<file path="src/rtl/alu_seq.sv">
// Sequential 8-bit ALU feeding the D0 register: single-cycle logic/arith ops, iterative
// shift-add multiply and bit-serial shift-left, with a one-cycle write-back pulse and flags.
module alu_seq (
    input  logic       clk,
    input  logic       rst,
    input  logic       start,
    input  logic [2:0] op,
    input  logic [7:0] a,
    input  logic [7:0] b,
    output logic       busy,
    output logic       wb_we,
    output logic [7:0] wb_data,
    output logic       zero,
    output logic       carry
);

    localparam logic [2:0] StIdle = 3'd0;
    localparam logic [2:0] StCalc = 3'd1;
    localparam logic [2:0] StMul  = 3'd2;
    localparam logic [2:0] StShl  = 3'd3;
    localparam logic [2:0] StWb   = 3'd4;

    localparam logic [2:0] OpAdd  = 3'b000;
    localparam logic [2:0] OpSub  = 3'b001;
    localparam logic [2:0] OpAnd  = 3'b010;
    localparam logic [2:0] OpOr   = 3'b011;
    localparam logic [2:0] OpXor  = 3'b100;
    localparam logic [2:0] OpMul  = 3'b101;
    localparam logic [2:0] OpShl  = 3'b110;
    localparam logic [2:0] OpPass = 3'b111;

    logic [2:0]  state_q, state_d;
    logic [2:0]  op_q, op_d;
    logic [7:0]  a_q, a_d;
    logic [7:0]  b_q, b_d;
    logic [3:0]  cnt_q, cnt_d;
    logic [15:0] acc_q, acc_d;
    logic [15:0] mcand_q, mcand_d;
    logic [7:0]  wb_data_q, wb_data_d;
    logic        zero_q, zero_d;
    logic        carry_q, carry_d;
    logic [8:0]  calc_full;

    // Bit 8 carries the ADD carry-out or the SUB borrow; zero for everything else.
    always_comb begin
        calc_full = 9'h000;
        case (op_q)
            OpAdd:   calc_full = {1'b0, a_q} + {1'b0, b_q};
            OpSub:   calc_full = {1'b0, a_q} - {1'b0, b_q};
            OpAnd:   calc_full = {1'b0, a_q & b_q};
            OpOr:    calc_full = {1'b0, a_q | b_q};
            OpXor:   calc_full = {1'b0, a_q ^ b_q};
            OpShl:   calc_full = {1'b0, a_q};
            OpPass:  calc_full = {1'b0, b_q};
            default: calc_full = 9'h000;
        endcase
    end

    always_comb begin
        state_d   = state_q;
        op_d      = op_q;
        a_d       = a_q;
        b_d       = b_q;
        cnt_d     = cnt_q;
        acc_d     = acc_q;
        mcand_d   = mcand_q;
        wb_data_d = wb_data_q;
        zero_d    = zero_q;
        carry_d   = carry_q;
        case (state_q)
            StIdle, StWb: begin
                state_d = StIdle;
                if (start) begin
                    op_d    = op;
                    a_d     = a;
                    b_d     = b;
                    acc_d   = 16'h0000;
                    mcand_d = {8'h00, a};
                    cnt_d   = 4'd0;
                    if (op == OpMul) begin
                        state_d = StMul;
                        cnt_d   = 4'd8;
                    end else if (op == OpShl && b[2:0] != 3'd0) begin
                        state_d = StShl;
                        cnt_d   = {1'b0, b[2:0]};
                    end else begin
                        state_d = StCalc;
                    end
                end
            end
            StCalc: begin
                state_d   = StWb;
                wb_data_d = calc_full[7:0];
                zero_d    = (calc_full[7:0] == 8'h00);
                carry_d   = calc_full[8];
            end
            StMul: begin
                // Multiplier bits are consumed LSB first from b_q.
                acc_d   = acc_q + (b_q[0] ? mcand_q : 16'h0000);
                mcand_d = {mcand_q[14:0], 1'b0};
                b_d     = {1'b0, b_q[7:1]};
                cnt_d   = cnt_q - 4'd1;
                if (cnt_q == 4'd1) begin
                    state_d   = StWb;
                    wb_data_d = acc_d[7:0];
                    zero_d    = (acc_d[7:0] == 8'h00);
                    carry_d   = |acc_d[15:8];
                end
            end
            StShl: begin
                a_d   = {a_q[6:0], 1'b0};
                cnt_d = cnt_q - 4'd1;
                if (cnt_q == 4'd1) begin
                    state_d   = StWb;
                    wb_data_d = {a_q[6:0], 1'b0};
                    zero_d    = (a_q[6:0] == 7'h00);
                    carry_d   = a_q[7];
                end
            end
            default: state_d = StIdle;
        endcase
    end

    always_ff @(posedge clk) begin
        if (rst) begin
            state_q   <= StIdle;
            op_q      <= 3'd0;
            a_q       <= 8'h00;
            b_q       <= 8'h00;
            cnt_q     <= 4'd0;
            acc_q     <= 16'h0000;
            mcand_q   <= 16'h0000;
            wb_data_q <= 8'h00;
            zero_q    <= 1'b0;
            carry_q   <= 1'b0;
        end else begin
            state_q   <= state_d;
            op_q      <= op_d;
            a_q       <= a_d;
            b_q       <= b_d;
            cnt_q     <= cnt_d;
            acc_q     <= acc_d;
            mcand_q   <= mcand_d;
            wb_data_q <= wb_data_d;
            zero_q    <= zero_d;
            carry_q   <= carry_d;
        end
    end

    assign busy    = (state_q == StCalc) || (state_q == StMul) || (state_q == StShl);
    assign wb_we   = (state_q == StWb);
    assign wb_data = wb_data_q;
    assign zero    = zero_q;
    assign carry   = carry_q;

endmodule

</file>
<file path="config.mk">
export PLATFORM = sky130hd
export DESIGN_NAME = alu_seq
export DESIGN_NICKNAME = d
export VERILOG_FILES = /design/src/rtl/alu_seq.sv
export SDC_FILE = /design/constraint.sdc
export NUM_CORES = 1
export LEC_CHECK = 0
export ABC_AREA = 1
export CAP_MARGIN = 20
export CORE_ASPECT_RATIO = 1.75
export CORE_MARGIN = 1
export CORE_UTILIZATION = 40
export DETAILED_ROUTE_END_ITERATION = 16
export HOLD_SLACK_MARGIN = 0.12
export PLACE_DENSITY = 0.61
export SLEW_MARGIN = 20
export SYNTH_ARGS = -nofsm -noshare
export SYNTH_HDL_FRONTEND = slang
export SYNTH_SLANG_ARGS = --single-unit
</file>
<file path="constraint.sdc">
create_clock -name clk -period 7.9 [get_ports clk]
set_input_delay 1.58 -clock clk [delete_from_list [all_inputs] [get_ports clk]]
set_output_delay 1.58 -clock clk [all_outputs]
set_load 0.01 [all_outputs]
</file>
======== Word level (Yosys, flattened, before mapping) ========
Cells that the tools add are included.
word-level totals
  bits in registers ....................... 68
  input port bits ......................... 22
  output and inout bits ................... 12
operators by class
  add/sub/neg operators ................... 4
  equal/unequal tests ..................... 17
  multiplexer cells ....................... 28
  bitwise gates (word level) .............. 3
  reduce and logical (&&, ||, !) cells .... 21
operator list
  kind                                            count
  one-hot mux 16 bit (2 select lines)             2
  one-hot mux 9 bit (7 select lines)              1
  two-way mux 16 bit                              3
  two-way mux 8 bit                               4
  one-hot mux 8 bit (2 select lines)              2
  one-hot mux 8 bit (3 select lines)              1
  == test 3 bit (second input constant)           6
  adder 16 bit                                    1
  zero test 8 bit                                 2
  == test 3 x 2 -> 1 bit (second input constant)  4
  adder 8 x 8 -> 9 bit                            1
  one-hot mux 3 bit (3 select lines)              1
  subtractor 8 x 8 -> 9 bit                       1
  bitwise AND 8 bit                               1
  two-way mux 4 bit                               2
  bitwise OR 8 bit                                1
  one-hot mux 4 bit (2 select lines)              1
  AND reduction 2 bit                             4
  OR reduction 8 bit                              1
  bitwise XOR 8 bit                               1
  zero test 7 bit                                 1
  == test 3 x 1 -> 1 bit (second input constant)  2
  zero test 3 bit                                 2
  two-way mux 2 bit                               3
  13 further kinds                                25

======== Logic depth before layout (Yosys ltp) ========
Gate-level depths: netlist of run 1.
  word-level depth ........................ 6
  gate-level depth with buffers ........... 20
  gate-level depth less buffers ........... 19

======== Worst setup path after synthesis of run 1 ========
Ideal clock, no wire load.
  kind .................................... flip-flop to flip-flop
  start point ............................. register b_q[0]
  end point ............................... register zero_q, in the netlist zero
  setup time .............................. 70 ps
  arrival ................................. 2486 ps
  required time ........................... 7830 ps
  slack ................................... 5344 ps
  stages on the path, launching flop included .. 19
  buffers on the path ..................... 1
  clock period less this slack ............ 2556 ps
  path through ............................ dfxtp_1 clkbuf_1 inv_1 ha_1 inv_1 nor3_1 nand3_1 nand2_1 xor2_1 inv_1 ha_1 a21oi_1 a21boi_0 nand3_1 nand3_1 nand2_1 nor2_1 nand3_1 a21oi_1
between the ends
  cells in the longest elaborated chain, start to end .. 5
RTL lines
  item                                  line  RTL
  start, declared                       35    logic [7:0] b_q, b_d;
  start signal, assigned                129   b_q <= 8'h00;
  start signal, assigned                140   b_q <= b_d;
  two-way mux 16 bit                    99    acc_d = acc_q + (b_q[0] ? mcand_q : 16'h0000);
  adder 16 bit                          99
  zero test 8 bit                       106   zero_d = (acc_d[7:0] == 8'h00);
  two-way mux 1 bit                     103   if (cnt_q == 4'd1) begin
  one-hot mux 1 bit (3 select lines) *  70    case (state_q)
  end signal, assigned                  145   zero_q <= zero_d;
  end, declared                         40    logic zero_q, zero_d;
Mark *: on every way between the ends. The rest lies on a longest branch, timed or not. The select of a mux whose other input is x is not followed.
A chain may end at the register's enable or synchronous reset.

======== Worst setup path after layout of run 1 ========
  start point ............................. input port start
  end point ............................... register b_q[0]
between the ends
  cells in the longest elaborated chain, start to end .. 2
RTL lines
  item                                  line  RTL
  start, declared                       6     input logic start,
  != test 2 bit (no source line)        --
  AND reduction 2 bit (no source line)  --
Every way passes these cells.

==> flow_summary.html, run 1 <==
<table>
<tr><th>Metric</th><th>Value</th></tr>
<tr><th colspan="2">Final layout</th></tr>
<tr><td>Number of antenna cells inserted</td><td>0</td></tr>
<tr><td>Final Cell Area</td><td>5787 um^2</td></tr>
<tr><td>Fill cell instance count of the final layout</td><td>1284</td></tr>
<tr><td>Total Nets Final</td><td>878</td></tr>
<tr><td>Area taken by multi-input logic gates</td><td>3100 um^2</td></tr>
<tr><td>Area delta synth-&gt;final</td><td>15.89%</td></tr>
<tr><td>Ratio of cells with drive above 1 in the final layout</td><td>0.03922</td></tr>
<tr><td>Most frequent cells in the layout</td><td>nand2_1 (255), inv_1 (112), dfxtp_1 (68)</td></tr>
<tr><td>Most common library cell in the layout ignoring fill and taps</td><td>nand2_1</td></tr>
<tr><td>Reg area</td><td>1361 um^2</td></tr>
<tr><th colspan="2">STA</th></tr>
<tr><td>Number of slew-limit violations in the final report</td><td>0</td></tr>
<tr><td>Final critical-path share of the clock period</td><td>0.5120</td></tr>
<tr><td>Total negative slack</td><td>0 ns</td></tr>
<tr><td>Slew at the pin closest to its max-slew limit</td><td>1.046 ns</td></tr>
<tr><td>Fmax achieved</td><td>0.2472 GHz</td></tr>
<tr><td>Setup Skew</td><td>0.008746 ns</td></tr>
<tr><td>Setup repair after global routing missed its margin</td><td>false</td></tr>
<tr><td>Hold Fails Final Rpt</td><td>0</td></tr>
<tr><td>Final-report setup violation count</td><td>0</td></tr>
<tr><td>Slew headroom</td><td>0.2984</td></tr>
<tr><td>Time the final worst path needs with I/O delays and setup</td><td>4.045 ns</td></tr>
<tr><th colspan="2">Synthesis</th></tr>
<tr><td>Share of synthesized flip-flops with an asynchronous set or reset</td><td>0</td></tr>
<tr><td>Avg Cell Area, Syn</td><td>6.329 um^2</td></tr>
<tr><td>Xor and xnor fraction of the mapped netlist area</td><td>0.02982</td></tr>
<tr><td>Post-synthesis compound-gate area fraction</td><td>0.1584</td></tr>
<tr><td>Adder-cell area share of the yosys netlist</td><td>0.1133</td></tr>
<tr><td>Number of nets in the synthesized netlist</td><td>855</td></tr>
<tr><td>Post-synthesis cell area</td><td>4994 um^2</td></tr>
<tr><td>Mapped Cells</td><td>789</td></tr>
<tr><td>Sequential fraction of the synthesis area</td><td>0.2726</td></tr>
<tr><td>Most common flop cell mapped by yosys</td><td>dfxtp_1</td></tr>
<tr><td>Dominant combinational cell family by area after synthesis</td><td>simple AND/OR/NAND/NOR gates</td></tr>
<tr><td>Multiplexer fraction of the synthesized cell area</td><td>0</td></tr>
<tr><td>Unique masters post-synth</td><td>37</td></tr>
<tr><td>Post-synthesis simple-gate area fraction</td><td>0.3195</td></tr>
<tr><td>Number of flops mapped to enable cells by yosys</td><td>0</td></tr>
<tr><td>Warnings, synthesis</td><td>0</td></tr>
<tr><td>#FFs+latches synth</td><td>68</td></tr>
<tr><th colspan="2">GRT</th></tr>
<tr><td>Total routing resource utilization after global routing</td><td>0.2411</td></tr>
<tr><td>Number of global-route vias before repair</td><td>4946</td></tr>
<tr><td>Met3 track demand over resource</td><td>0.03585</td></tr>
<tr><td>Residual overflow from global routing</td><td>0</td></tr>
<tr><td>Largest net degree at the start of global routing</td><td>43</td></tr>
<tr><td>First-pass GRT wire length</td><td>23650 um</td></tr>
<tr><td>Global-route met1 utilization</td><td>0.2316</td></tr>
<tr><td>Routing usage on met2</td><td>0.4663</td></tr>
<tr><td>Antenna violations before repair</td><td>0</td></tr>
<tr><td>GRT busiest layer</td><td>met2</td></tr>
<tr><th colspan="2">Setup path</th></tr>
<tr><td>Worst-case reg-to-reg path depth</td><td>17</td></tr>
<tr><td>Setup slack of the most critical reg-to-reg path</td><td>4.74 ns</td></tr>
<tr><td>Category of the worst setup path launch point</td><td>input port</td></tr>
<tr><td>Largest fanout on the critical path</td><td>33</td></tr>
<tr><td>Critical path required time</td><td>8.14 ns</td></tr>
<tr><td>Category of the most critical setup path</td><td>in -&gt; reg</td></tr>
<tr><td>CP endpoint kind</td><td>flop</td></tr>
<tr><td>Arrival time of the worst setup path</td><td>4.29 ns</td></tr>
<tr><th colspan="2">Floorplan</th></tr>
<tr><td>Initial cell density of the core</td><td>0.4137</td></tr>
<tr><td>Total number of placement rows</td><td>53</td></tr>
<tr><td>Width of the chip</td><td>86.46 um</td></tr>
<tr><td>Area of the die</td><td>12950 um^2</td></tr>
<tr><td>CORE AREA</td><td>12070 um^2</td></tr>
<tr><td>Y dimension of the die</td><td>149.8 um</td></tr>
<tr><td># IOs</td><td>34</td></tr>
<tr><th colspan="2">Clock network</th></tr>
<tr><td>Buffer type at the clock tree root</td><td>clkbuf_16</td></tr>
<tr><td>Number of buffers on the longest clock path</td><td>2</td></tr>
<tr><td>TritonCTS clock tree</td><td>done</td></tr>
<tr><td>Cts hold-fix bufs</td><td>0</td></tr>
<tr><td>H-tree levels</td><td>3</td></tr>
<tr><td>Number of setup buffers added after CTS</td><td>0</td></tr>
<tr><td>Number of clock sinks seen by CTS</td><td>68</td></tr>
<tr><td>Clock Latency Late Sink</td><td>0.34 ns</td></tr>
<tr><td>Clock transition at the registers of the reported paths</td><td>0.06 ns</td></tr>
<tr><td>Quantity of gates resized following cts</td><td>0</td></tr>
<tr><td>Number of buffers created by CTS</td><td>9</td></tr>
<tr><th colspan="2">Drt</th></tr>
<tr><td>1st-iter DRT viols</td><td>222</td></tr>
<tr><td>Wire length after detailed routing</td><td>15070 um</td></tr>
<tr><td>Post-detailed-route wirelength per cell</td><td>15.36 um</td></tr>
<tr><td>Number of design rule violations left after detail routing</td><td>0</td></tr>
<tr><td>Antenna Nets Post-Route</td><td>0</td></tr>
<tr><td>Via density per instance</td><td>5.221</td></tr>
<tr><td>Pre-Repair DR Iteration Count</td><td>5</td></tr>
<tr><td>Via count</td><td>5122</td></tr>
<tr><th colspan="2">Placement</th></tr>
<tr><td>Routability congestion estimate from global placement</td><td>0.9064</td></tr>
<tr><td>Number of buffers inserted by port buffering</td><td>33</td></tr>
<tr><td>Half-perimeter wire length after detailed placement</td><td>11670 um</td></tr>
<tr><td>Placed Area</td><td>5449 um^2</td></tr>
<tr><th colspan="2">Run status</th></tr>
<tr><td>Status</td><td>completed</td></tr>
<tr><th colspan="2">Worst hold path</th></tr>
<tr><td>Worst min path class</td><td>reg -&gt; reg</td></tr>
<tr><td>Cells on Worst Hold Path</td><td>2</td></tr>
<tr><th colspan="2">Job</th></tr>
<tr><td>Count of max-cap constraint violations</td><td>0</td></tr>
<tr><th colspan="2">Pwr</th></tr>
<tr><td>Power density over the cells</td><td>199.4 nW/um^2</td></tr>
<tr><td>Leak Pwr</td><td>2.779 nW</td></tr>
<tr><td>Worst vdd rail ir drop</td><td>103.7 uV</td></tr>
</table>
state kept, by name, indices dropped and copies added, names as in the netlist:
name and flops:
cnt_q 4, mcand_q 16, zero 1, a_q 8, b_q 8, acc_q 16
state_q 3, wb_data 8, carry 1, op_q 3
per-layer routing:
| metal | vias up | share of wire |
|---|---|---|
| met2 | 105 | 0.55 |
| met1 | 2372 | 0.37 |
| met3 | 42 | 0.026 |
| met4 | 0 | 0.056 |
| li1 | 2603 | - |
| met5 | - | 0 |
kinds of logic (layout without fill, tap and decap cells):
kind of cell / Yosys count / in the layout
DFF: 68 / 68
adders and majority gates: 44 / 44
and+or+nand+nor: 381 / 381
buffers and inverters: 139 / 166
AOI/OAI and AO/OA: 140 / 140
xor gates and xnor gates: 17 / 17
cell usage after synthesis, types with 2 or more instances:
library cell / count / area [um^2]
o21ai_1: 2 / 10.01
nand3_2: 2 / 20.02
dfxtp_1: 68 / 1361
nand4_1: 8 / 50.05
xor2_1: 14 / 122.6
nand3b_1: 4 / 30.03
o22ai_1: 7 / 43.79
clkbuf_1: 17 / 63.81
nand2_1: 255 / 957.2
nand3_1: 47 / 235.2
inv_2: 3 / 11.26
inv_1: 113 / 424.2
o211ai_1: 3 / 22.52
nor2_1: 40 / 150.1
ha_1: 42 / 525.5
nor3b_1: 2 / 15.01
xnor2_1: 3 / 26.28
o21ai_0: 40 / 200.2
or2_2: 5 / 31.28
buf_2: 5 / 25.02
nor3_1: 12 / 60.06
a211oi_1: 6 / 45.04
a31oi_1: 11 / 68.82
o31ai_1: 2 / 15.01
a21oi_1: 58 / 290.3
fa_1: 2 / 40.04
a41oi_1: 6 / 52.55
a221oi_1: 3 / 26.28
worst paths after layout:
path,startpoint,endpoint
setup / recovery,start,b_q[0]$_SDFFE_PP0P_
hold / removal,mcand_q[15]$_SDFFE_PP0P_,mcand_q[15]$_SDFFE_PP0P_
setup reg to reg,b_q[0]$_SDFFE_PP0P_,zero$_SDFFE_PP0P_
hold reg to reg,mcand_q[15]$_SDFFE_PP0P_,mcand_q[15]$_SDFFE_PP0P_
critical path, cell delays in order:
cell	delay, ns
clkdlybuf4s50_1	0.45
nand2_1	0.45
nand2_1	0.40
clkinv_1	0.88
a221oi_1	0.51
area by class of cell:
cell class	count	area share
multi-input cells	582	0.5358
clock inverters	6	0.01946
flip-flops and latches	68	0.2352
inverters	116	0.07524
repair buffers	35	0.05968
clock buffers	9	0.03892
well taps	165	0.03568
where the power goes:
| part | switching [mW] | internal (mW) | total, mW | leakage, nW |
|---|---|---|---|---|
| logic | 0.185 | 0.109 | 0.294 | 2.06 |
| registers | 0.0265 | 0.366 | 0.393 | 0.556 |
| clock network | 0.159 | 0.308 | 0.467 | 0.166 |
stage by stage:
step                setup slack [ns]  power [mW]  hold WS [ns]  utilization  instances
floorplan                      5.344      0.5964        0.4410            -        789
global placement               3.815      0.6829        0.4526       0.4515        966
detailed placement             3.722      0.6899        0.4595       0.4515        966
CTS                            4.082       1.156        0.4685       0.4795        981
global route                   3.597       1.209        0.4787       0.4795        981
finish                         3.855       1.154        0.4655       0.4795        981
(Power assumes the default switching activity.)
==> run 2: changes to the inputs <==
--- a/config.mk
+++ b/config.mk
@@ -12,7 +12,7 @@
 export CORE_UTILIZATION = 40
 export DETAILED_ROUTE_END_ITERATION = 16
 export HOLD_SLACK_MARGIN = 0.12
-export PLACE_DENSITY = 0.61
+export PLACE_DENSITY = 0.63
 export SLEW_MARGIN = 20
 export SYNTH_ARGS = -nofsm -noshare
 export SYNTH_HDL_FRONTEND = slang
==> constraint.sdc (replaced) <==
create_clock -name clk -period 3.59 [get_ports clk]
set_input_delay 0.718 -clock clk [delete_from_list [all_inputs] [get_ports clk]]
set_output_delay 0.718 -clock clk [all_outputs]
set_load 0.01 [all_outputs]
==> run 2 against run 1 <==
Net effect: final cell count is 0.20% higher; global-route usage is 0.15 points higher; critical path depth is 12 higher; sequential share of layout area hardly changed; combinational power is 120% higher; sequential cell count stayed put; setup slack worse by 3.4 ns; via count is 0.41% higher; register-to-register slack worse by 4.3 ns; clock-buffer cell count stayed put; critical endpoint is now zero$_SDFFE_PP0P_; largest cell class unchanged.
==> flow_summary.html, run 2 (synthesized netlist as in run 1, its figures left out) <==
<table>
<tr><th>Metric</th><th>Value</th></tr>
<tr><th colspan="2">Drt</th></tr>
<tr><td>Wire length after detailed routing</td><td>14990 um</td></tr>
<tr><td>Number of design rule violations left after detail routing</td><td>0</td></tr>
<tr><td>Pre-Repair DR Iteration Count</td><td>5</td></tr>
<tr><td>1st-iter DRT viols</td><td>251</td></tr>
<tr><td>Via density per instance</td><td>5.232</td></tr>
<tr><td>Antenna Nets Post-Route</td><td>0</td></tr>
<tr><td>Via count</td><td>5143</td></tr>
<tr><td>Post-detailed-route wirelength per cell</td><td>15.25 um</td></tr>
<tr><th colspan="2">Setup path</th></tr>
<tr><td>Arrival time of the worst setup path</td><td>3.45 ns</td></tr>
<tr><td>Category of the most critical setup path</td><td>reg -&gt; reg</td></tr>
<tr><td>Setup slack of the most critical reg-to-reg path</td><td>0.41 ns</td></tr>
<tr><td>Worst path cell trace</td><td>inv_1, ha_1, inv_1, nor3_1, nand3_1, nand2_1, xor2_1, inv_1, ha_1, a21oi_1, a21boi_0, nand3_1, nand3_1, nand2_1, nor2_1, nand3_1, a21oi_1</td></tr>
<tr><td>Worst path max stage delay</td><td>0.72 ns</td></tr>
<tr><td>CP most frequent cell</td><td>nand3_1</td></tr>
<tr><td>Critical path required time</td><td>3.86 ns</td></tr>
<tr><td>Slowest CP cell</td><td>dfxtp_1</td></tr>
<tr><td>Worst-case reg-to-reg path depth</td><td>17</td></tr>
<tr><td>Largest fanout on the critical path</td><td>20</td></tr>
<tr><td>CP endpoint kind</td><td>flop</td></tr>
<tr><td>Category of the worst setup path launch point</td><td>flop</td></tr>
<tr><th colspan="2">Final layout</th></tr>
<tr><td>Fill cell instance count of the final layout</td><td>1296</td></tr>
<tr><td>Registers with the most flip-flops</td><td>acc_q: 16 flops, mcand_q: 16 flops</td></tr>
<tr><td>Most common library cell in the layout ignoring fill and taps</td><td>nand2_1</td></tr>
<tr><td>Ratio of cells with drive above 1 in the final layout</td><td>0.04156</td></tr>
<tr><td>Total Nets Final</td><td>880</td></tr>
<tr><td>Core occupancy in the finished layout</td><td>0.4787</td></tr>
<tr><td>Number of antenna cells inserted</td><td>0</td></tr>
<tr><td>Area delta synth-&gt;final</td><td>15.71%</td></tr>
<tr><td>Most frequent cells in the layout</td><td>nand2_1 (255), inv_1 (113), dfxtp_1 (68)</td></tr>
<tr><th colspan="2">Pwr</th></tr>
<tr><td>Leak Pwr</td><td>2.773 nW</td></tr>
<tr><td>Power density over the cells</td><td>427.4 nW/um^2</td></tr>
<tr><td>Worst vdd rail ir drop</td><td>222.0 uV</td></tr>
<tr><td>Total power consumption of the routed design</td><td>2.470 mW</td></tr>
<tr><th colspan="2">Clock network</th></tr>
<tr><td>Number of clock sinks seen by CTS</td><td>68</td></tr>
<tr><td>Cts hold-fix bufs</td><td>0</td></tr>
<tr><td>Number of buffers on the longest clock path</td><td>2</td></tr>
<tr><td>Number of buffers created by CTS</td><td>9</td></tr>
<tr><td>H-tree levels</td><td>3</td></tr>
<tr><td>Quantity of gates resized following cts</td><td>0</td></tr>
<tr><td>Number of setup buffers added after CTS</td><td>0</td></tr>
<tr><td>TritonCTS clock tree</td><td>done</td></tr>
<tr><td>Clock transition at the registers of the reported paths</td><td>0.06 ns</td></tr>
<tr><td>Buffer type at the clock tree root</td><td>clkbuf_16</td></tr>
<tr><td>Clock Latency Late Sink</td><td>0.34 ns</td></tr>
<tr><th colspan="2">GRT</th></tr>
<tr><td>Antenna violations before repair</td><td>0</td></tr>
<tr><td>First-pass GRT wire length</td><td>23680 um</td></tr>
<tr><td>Residual overflow from global routing</td><td>0</td></tr>
<tr><td>Number of global-route vias before repair</td><td>4973</td></tr>
<tr><td>Total routing resource utilization after global routing</td><td>0.2426</td></tr>
<tr><td>Largest net degree at the start of global routing</td><td>42</td></tr>
<tr><th colspan="2">STA</th></tr>
<tr><td>Slew headroom</td><td>0.4906</td></tr>
<tr><td>Fmax achieved</td><td>0.3146 GHz</td></tr>
<tr><td>Setup repair after global routing missed its margin</td><td>false</td></tr>
<tr><td>Setup Skew</td><td>0.008565 ns</td></tr>
<tr><td>Total negative slack</td><td>0 ns</td></tr>
<tr><td>Final critical-path share of the clock period</td><td>0.8853</td></tr>
<tr><td>Time the final worst path needs with I/O delays and setup</td><td>3.178 ns</td></tr>
<tr><td>Slew at the pin closest to its max-slew limit</td><td>0.7632 ns</td></tr>
<tr><td>Final-report setup violation count</td><td>0</td></tr>
<tr><td>Number of slew-limit violations in the final report</td><td>0</td></tr>
<tr><td>Hold Fails Final Rpt</td><td>0</td></tr>
<tr><th colspan="2">Floorplan</th></tr>
<tr><td># IOs</td><td>34</td></tr>
<tr><td>Total number of placement rows</td><td>53</td></tr>
<tr><td>Initial cell density of the core</td><td>0.4137</td></tr>
<tr><td>CORE AREA</td><td>12070 um^2</td></tr>
<tr><td>Area of the die</td><td>12950 um^2</td></tr>
<tr><td>Y dimension of the die</td><td>149.8 um</td></tr>
<tr><td>Width of the chip</td><td>86.46 um</td></tr>
<tr><th colspan="2">Job</th></tr>
<tr><td>Count of max-cap constraint violations</td><td>0</td></tr>
<tr><th colspan="2">Worst hold path</th></tr>
<tr><td>Worst min path class</td><td>reg -&gt; reg</td></tr>
<tr><td>Cells on Worst Hold Path</td><td>2</td></tr>
<tr><th colspan="2">Placement</th></tr>
<tr><td>Number of buffers inserted by port buffering</td><td>33</td></tr>
<tr><td>Half-perimeter wire length after detailed placement</td><td>11670 um</td></tr>
<tr><td>Routability congestion estimate from global placement</td><td>0.9632</td></tr>
<tr><th colspan="2">Run status</th></tr>
<tr><td>Status</td><td>completed</td></tr>
</table>
==> run 2: cell types whose count changed in the layout (fill, tap and decap cells not counted) <==
cell / change
buf_4: +2
bufinv_16: -1
clkinv_1: -1
clkinv_4: -1
clkinvlp_4: +2
inv_1: +1
==> run 2: worst paths after layout <==
kind                            startpoint                  endpoint
hold / removal    mcand_q[15]$_SDFFE_PP0P_  mcand_q[15]$_SDFFE_PP0P_
hold reg to reg   mcand_q[15]$_SDFFE_PP0P_  mcand_q[15]$_SDFFE_PP0P_
setup / recovery       b_q[0]$_SDFFE_PP0P_         zero$_SDFFE_PP0P_
setup reg to reg       b_q[0]$_SDFFE_PP0P_         zero$_SDFFE_PP0P_
==> run 2: cell type report <==
type | count | area [um^2] | share of cell area
sequential | 68 | 1361 | 0.2356
multi-input combinational | 582 | 3100 | 0.5366
timing repair buffer | 37 | 360.3 | 0.06236
clock inverter | 6 | 88.84 | 0.01537
clock buffer | 9 | 225.2 | 0.03898
inverter | 116 | 435.4 | 0.07536
tap | 165 | 206.4 | 0.03573
==> run 2: worst max-delay path, delay by kind of cell (launching register included) <==
kind | cells | cell delay, ns
AOI/OAI and AO/OA | 3 | 0.57
buffers and inverters | 3 | 0.32
and+or+nand+nor | 8 | 0.75
adders and majority gates | 2 | 0.61
xor gates and xnor gates | 1 | 0.13
DFF | 1 | 0.72
==> run 2: report_power, final <==
part | internal (mW) | switching, mW
Clock | 0.605 | 0.349
Sequential | 0.806 | 0.0620
Combinational | 0.242 | 0.405
Total | 1.65 | 0.816
==> run 2: stage by stage <==
stage	std cells	hold slack, ns	setup slack, ns	cell area, um^2
after floorplan	789	0.4410	1.034	4994
after detailed placement	968	0.4568	0.4773	5464
after global placement	968	0.4554	0.6162	5464
final	983	0.4596	0.4118	5778
after CTS	983	0.4657	0.4485	5778
after global routing	983	0.4838	0.1378	5778
==> run 2: metal layers <==
layer | GRT usage | vias up | part of all wire
met5 | 0 | - | 0
met4 | 0.1925 | 0 | 0.074
met3 | 0.03144 | 53 | 0.030
met2 | 0.4579 | 112 | 0.54
met1 | 0.2285 | 2367 | 0.35
li1 | - | 2611 | -
==> run 3: changes to the inputs <==
--- a/config.mk
+++ b/config.mk
@@ -11,8 +11,10 @@
 export CORE_MARGIN = 1
 export CORE_UTILIZATION = 40
 export DETAILED_ROUTE_END_ITERATION = 16
+export DONT_BUFFER_PORTS = 1
 export HOLD_SLACK_MARGIN = 0.12
-export PLACE_DENSITY = 0.63
+export PLACE_DENSITY = 0.59
+export SETUP_SLACK_MARGIN = 0.02
 export SLEW_MARGIN = 20
 export SYNTH_ARGS = -nofsm -noshare
 export SYNTH_HDL_FRONTEND = slang
==> run 3 against run 2 <==
Net effect: final area decreased by 5.7%; sequential share of layout area increased by 1.4 points; global-route usage up 0.52 points; die area unchanged; sequential cell count did not move; clock-buffer cell count unchanged; largest cell class unchanged.
==> flow_summary.html, run 3 (synthesized netlist as in run 1, its figures left out) <==
<table>
<tr><th>Metric</th><th>Value</th></tr>
<tr><th colspan="2">Final layout</th></tr>
<tr><td>Most common library cell in the layout ignoring fill and taps</td><td>nand2_1</td></tr>
<tr><td>Fill cell instance count of the final layout</td><td>1300</td></tr>
<tr><td>Final Cell Area</td><td>5450 um^2</td></tr>
<tr><td>Ratio of cells with drive above 1 in the final layout</td><td>0.04331</td></tr>
<tr><td>Area delta synth-&gt;final</td><td>9.146%</td></tr>
<tr><td>Registers with the most flip-flops</td><td>acc_q: 16 flops, mcand_q: 16 flops</td></tr>
<tr><td>Number of antenna cells inserted</td><td>0</td></tr>
<tr><td>Total Nets Final</td><td>846</td></tr>
<tr><td>Most frequent cells in the layout</td><td>nand2_1 (255), inv_1 (113), dfxtp_1 (68)</td></tr>
<tr><th colspan="2">Clock network</th></tr>
<tr><td>TritonCTS clock tree</td><td>done</td></tr>
<tr><td>Clock transition at the registers of the reported paths</td><td>0.06 ns</td></tr>
<tr><td>H-tree levels</td><td>3</td></tr>
<tr><td>Number of setup buffers added after CTS</td><td>0</td></tr>
<tr><td>Clock Latency Late Sink</td><td>0.34 ns</td></tr>
<tr><td>Cts hold-fix bufs</td><td>0</td></tr>
<tr><td>Number of clock sinks seen by CTS</td><td>68</td></tr>
<tr><td>Number of buffers created by CTS</td><td>9</td></tr>
<tr><td>Buffer type at the clock tree root</td><td>clkbuf_16</td></tr>
<tr><td>Number of buffers on the longest clock path</td><td>2</td></tr>
<tr><td>Quantity of gates resized following cts</td><td>0</td></tr>
<tr><th colspan="2">Setup path</th></tr>
<tr><td>Worst path cell trace</td><td>inv_1, ha_1, inv_1, nor3_1, nand3_1, nand2_1, xor2_1, inv_1, ha_1, a21oi_1, a21boi_0, nand3_1, nand3_1, nand2_1, nor2_1, nand3_1, a21oi_1</td></tr>
<tr><td>Worst-case reg-to-reg path depth</td><td>17</td></tr>
<tr><td>CP endpoint kind</td><td>flop</td></tr>
<tr><td>Worst path max stage delay</td><td>0.70 ns</td></tr>
<tr><td>Critical path required time</td><td>3.86 ns</td></tr>
<tr><td>Largest fanout on the critical path</td><td>20</td></tr>
<tr><td>CP most frequent cell</td><td>nand3_1</td></tr>
<tr><td>End of the worst register-to-register path</td><td>zero$_SDFFE_PP0P_</td></tr>
<tr><td>Arrival time of the worst setup path</td><td>3.31 ns</td></tr>
<tr><td>Setup slack of the most critical reg-to-reg path</td><td>0.54 ns</td></tr>
<tr><td>Slowest CP cell</td><td>dfxtp_1</td></tr>
<tr><td>RR Startpoint</td><td>b_q[0]$_SDFFE_PP0P_</td></tr>
<tr><td>Category of the most critical setup path</td><td>reg -&gt; reg</td></tr>
<tr><td>Category of the worst setup path launch point</td><td>flop</td></tr>
<tr><th colspan="2">Pwr</th></tr>
<tr><td>Worst vdd rail ir drop</td><td>241.7 uV</td></tr>
<tr><td>Leak Pwr</td><td>2.652 nW</td></tr>
<tr><td>Power density over the cells</td><td>447.1 nW/um^2</td></tr>
<tr><th colspan="2">GRT</th></tr>
<tr><td>Largest net degree at the start of global routing</td><td>43</td></tr>
<tr><td>Residual overflow from global routing</td><td>0</td></tr>
<tr><td>First-pass GRT wire length</td><td>24200 um</td></tr>
<tr><td>Routing usage on met2</td><td>0.4690</td></tr>
<tr><td>Global-route met1 utilization</td><td>0.2298</td></tr>
<tr><td>Met3 track demand over resource</td><td>0.03696</td></tr>
<tr><td>Total routing resource utilization after global routing</td><td>0.2478</td></tr>
<tr><td>GRT busiest layer</td><td>met2</td></tr>
<tr><td>Antenna violations before repair</td><td>0</td></tr>
<tr><td>Number of global-route vias before repair</td><td>4952</td></tr>
<tr><th colspan="2">Drt</th></tr>
<tr><td>Via density per instance</td><td>5.300</td></tr>
<tr><td>Pre-Repair DR Iteration Count</td><td>5</td></tr>
<tr><td>Number of design rule violations left after detail routing</td><td>0</td></tr>
<tr><td>Post-detailed-route wirelength per cell</td><td>16.09 um</td></tr>
<tr><td>Via count</td><td>5035</td></tr>
<tr><td>Antenna Nets Post-Route</td><td>0</td></tr>
<tr><td>1st-iter DRT viols</td><td>194</td></tr>
<tr><td>Wire length after detailed routing</td><td>15290 um</td></tr>
<tr><th colspan="2">STA</th></tr>
<tr><td>Setup Skew</td><td>0.006670 ns</td></tr>
<tr><td>Fmax achieved</td><td>0.3282 GHz</td></tr>
<tr><td>Number of slew-limit violations in the final report</td><td>0</td></tr>
<tr><td>Time the final worst path needs with I/O delays and setup</td><td>3.047 ns</td></tr>
<tr><td>Slew headroom</td><td>0.5089</td></tr>
<tr><td>Final-report setup violation count</td><td>0</td></tr>
<tr><td>Total negative slack</td><td>0 ns</td></tr>
<tr><td>Final critical-path share of the clock period</td><td>0.8488</td></tr>
<tr><td>Slew at the pin closest to its max-slew limit</td><td>0.7358 ns</td></tr>
<tr><td>Setup repair after global routing missed its margin</td><td>false</td></tr>
<tr><td>Hold Fails Final Rpt</td><td>0</td></tr>
<tr><th colspan="2">Floorplan</th></tr>
<tr><td>Area of the die</td><td>12950 um^2</td></tr>
<tr><td># IOs</td><td>34</td></tr>
<tr><td>Total number of placement rows</td><td>53</td></tr>
<tr><td>Width of the chip</td><td>86.46 um</td></tr>
<tr><td>Initial cell density of the core</td><td>0.4137</td></tr>
<tr><td>CORE AREA</td><td>12070 um^2</td></tr>
<tr><td>Y dimension of the die</td><td>149.8 um</td></tr>
<tr><th colspan="2">Placement</th></tr>
<tr><td>Number of buffers inserted by port buffering</td><td>0</td></tr>
<tr><td>Placed Area</td><td>5126 um^2</td></tr>
<tr><td>Routability congestion estimate from global placement</td><td>0.9530</td></tr>
<tr><td>Half-perimeter wire length after detailed placement</td><td>12140 um</td></tr>
<tr><th colspan="2">Job</th></tr>
<tr><td>Count of max-cap constraint violations</td><td>0</td></tr>
<tr><th colspan="2">Run status</th></tr>
<tr><td>Status</td><td>completed</td></tr>
<tr><th colspan="2">Worst hold path</th></tr>
<tr><td>Source of the worst hold timing path</td><td>rst</td></tr>
<tr><td>Worst min path class</td><td>in -&gt; reg</td></tr>
<tr><td>Worst hold path endpoint</td><td>state_q[2]$_SDFFE_PP0P_</td></tr>
<tr><td>Cells on Worst Hold Path</td><td>1</td></tr>
</table>
[run 3: cell count changes in the layout (fill, tap and decap cells not counted)]
cell             delta
clkinv_4            +1
clkinvlp_4          -1
clkdlybuf4s50_1    -33
inv_6               +1
buf_4               -1
[run 3: per-stage QoR]
stage	setup WS [ns]	instances	total power, mW	hold slack [ns]	util
6_report	0.5427	950	2.437	0.4441	0.4516
5_1_grt	0.1531	950	2.567	0.4337	0.4516
4_1_cts	0.5404	950	2.448	0.4377	0.4516
3_5_place_dp	0.5553	934	1.458	0.4520	0.4247
3_3_place_gp	0.6292	934	1.445	0.4471	0.4247
2_1_floorplan	1.034	789	1.312	0.4410	-
[run 3: layout make-up]
| type | count | area, um^2 | share of cell area |
|---|---|---|---|
| clock buffer | 9 | 225.2 | 0.04132 |
| clock inverter | 7 | 98.84 | 0.01814 |
| inverter | 116 | 435.4 | 0.07989 |
| multi-input combinational | 582 | 3100 | 0.5689 |
| sequential | 68 | 1361 | 0.2498 |
| tap | 165 | 206.4 | 0.03788 |
| timing repair buffer | 3 | 22.52 | 0.004132 |
[run 3: worst max-delay path by stage]
stage                        startpoint                end  slack, ns  cells past startpoint
global route        b_q[0]$_SDFFE_PP0P_  zero$_SDFFE_PP0P_       0.15                     17
finish              b_q[0]$_SDFFE_PP0P_  zero$_SDFFE_PP0P_       0.54                     17
global placement    b_q[0]$_SDFFE_PP0P_  zero$_SDFFE_PP0P_       0.63                     17
floorplan           b_q[0]$_SDFFE_PP0P_  zero$_SDFFE_PP0P_       1.03                     18
detailed placement  b_q[0]$_SDFFE_PP0P_  zero$_SDFFE_PP0P_       0.56                     17
CTS                 b_q[0]$_SDFFE_PP0P_  zero$_SDFFE_PP0P_       0.54                     17
[run 3: per-layer routing]
layer	routed length, um	vias up
li1	-	2536
met1	5297	2297
met2	8231	135
met3	570	67
met4	1188	0
met5	0	-
[run 3: power breakdown]
part	total (mW)	switching [mW]	leakage, nW	internal [mW]
registers	0.875	0.0693	0.556	0.806
clock network	0.991	0.378	0.156	0.614
logic	0.571	0.375	1.94	0.195
total	2.44	0.822	2.65	1.61
[run 3: worst max-delay path: cells and delay by family (launching register included)]
kind,cells,cell delay [ns]
flip-flops,1,0.70
adder cells (fa/ha/maj),2,0.58
buffers and inverters,3,0.31
AO/OA/AOI/OAI,3,0.55
AND/OR/NAND/NOR,8,0.69
XOR/XNOR,1,0.13
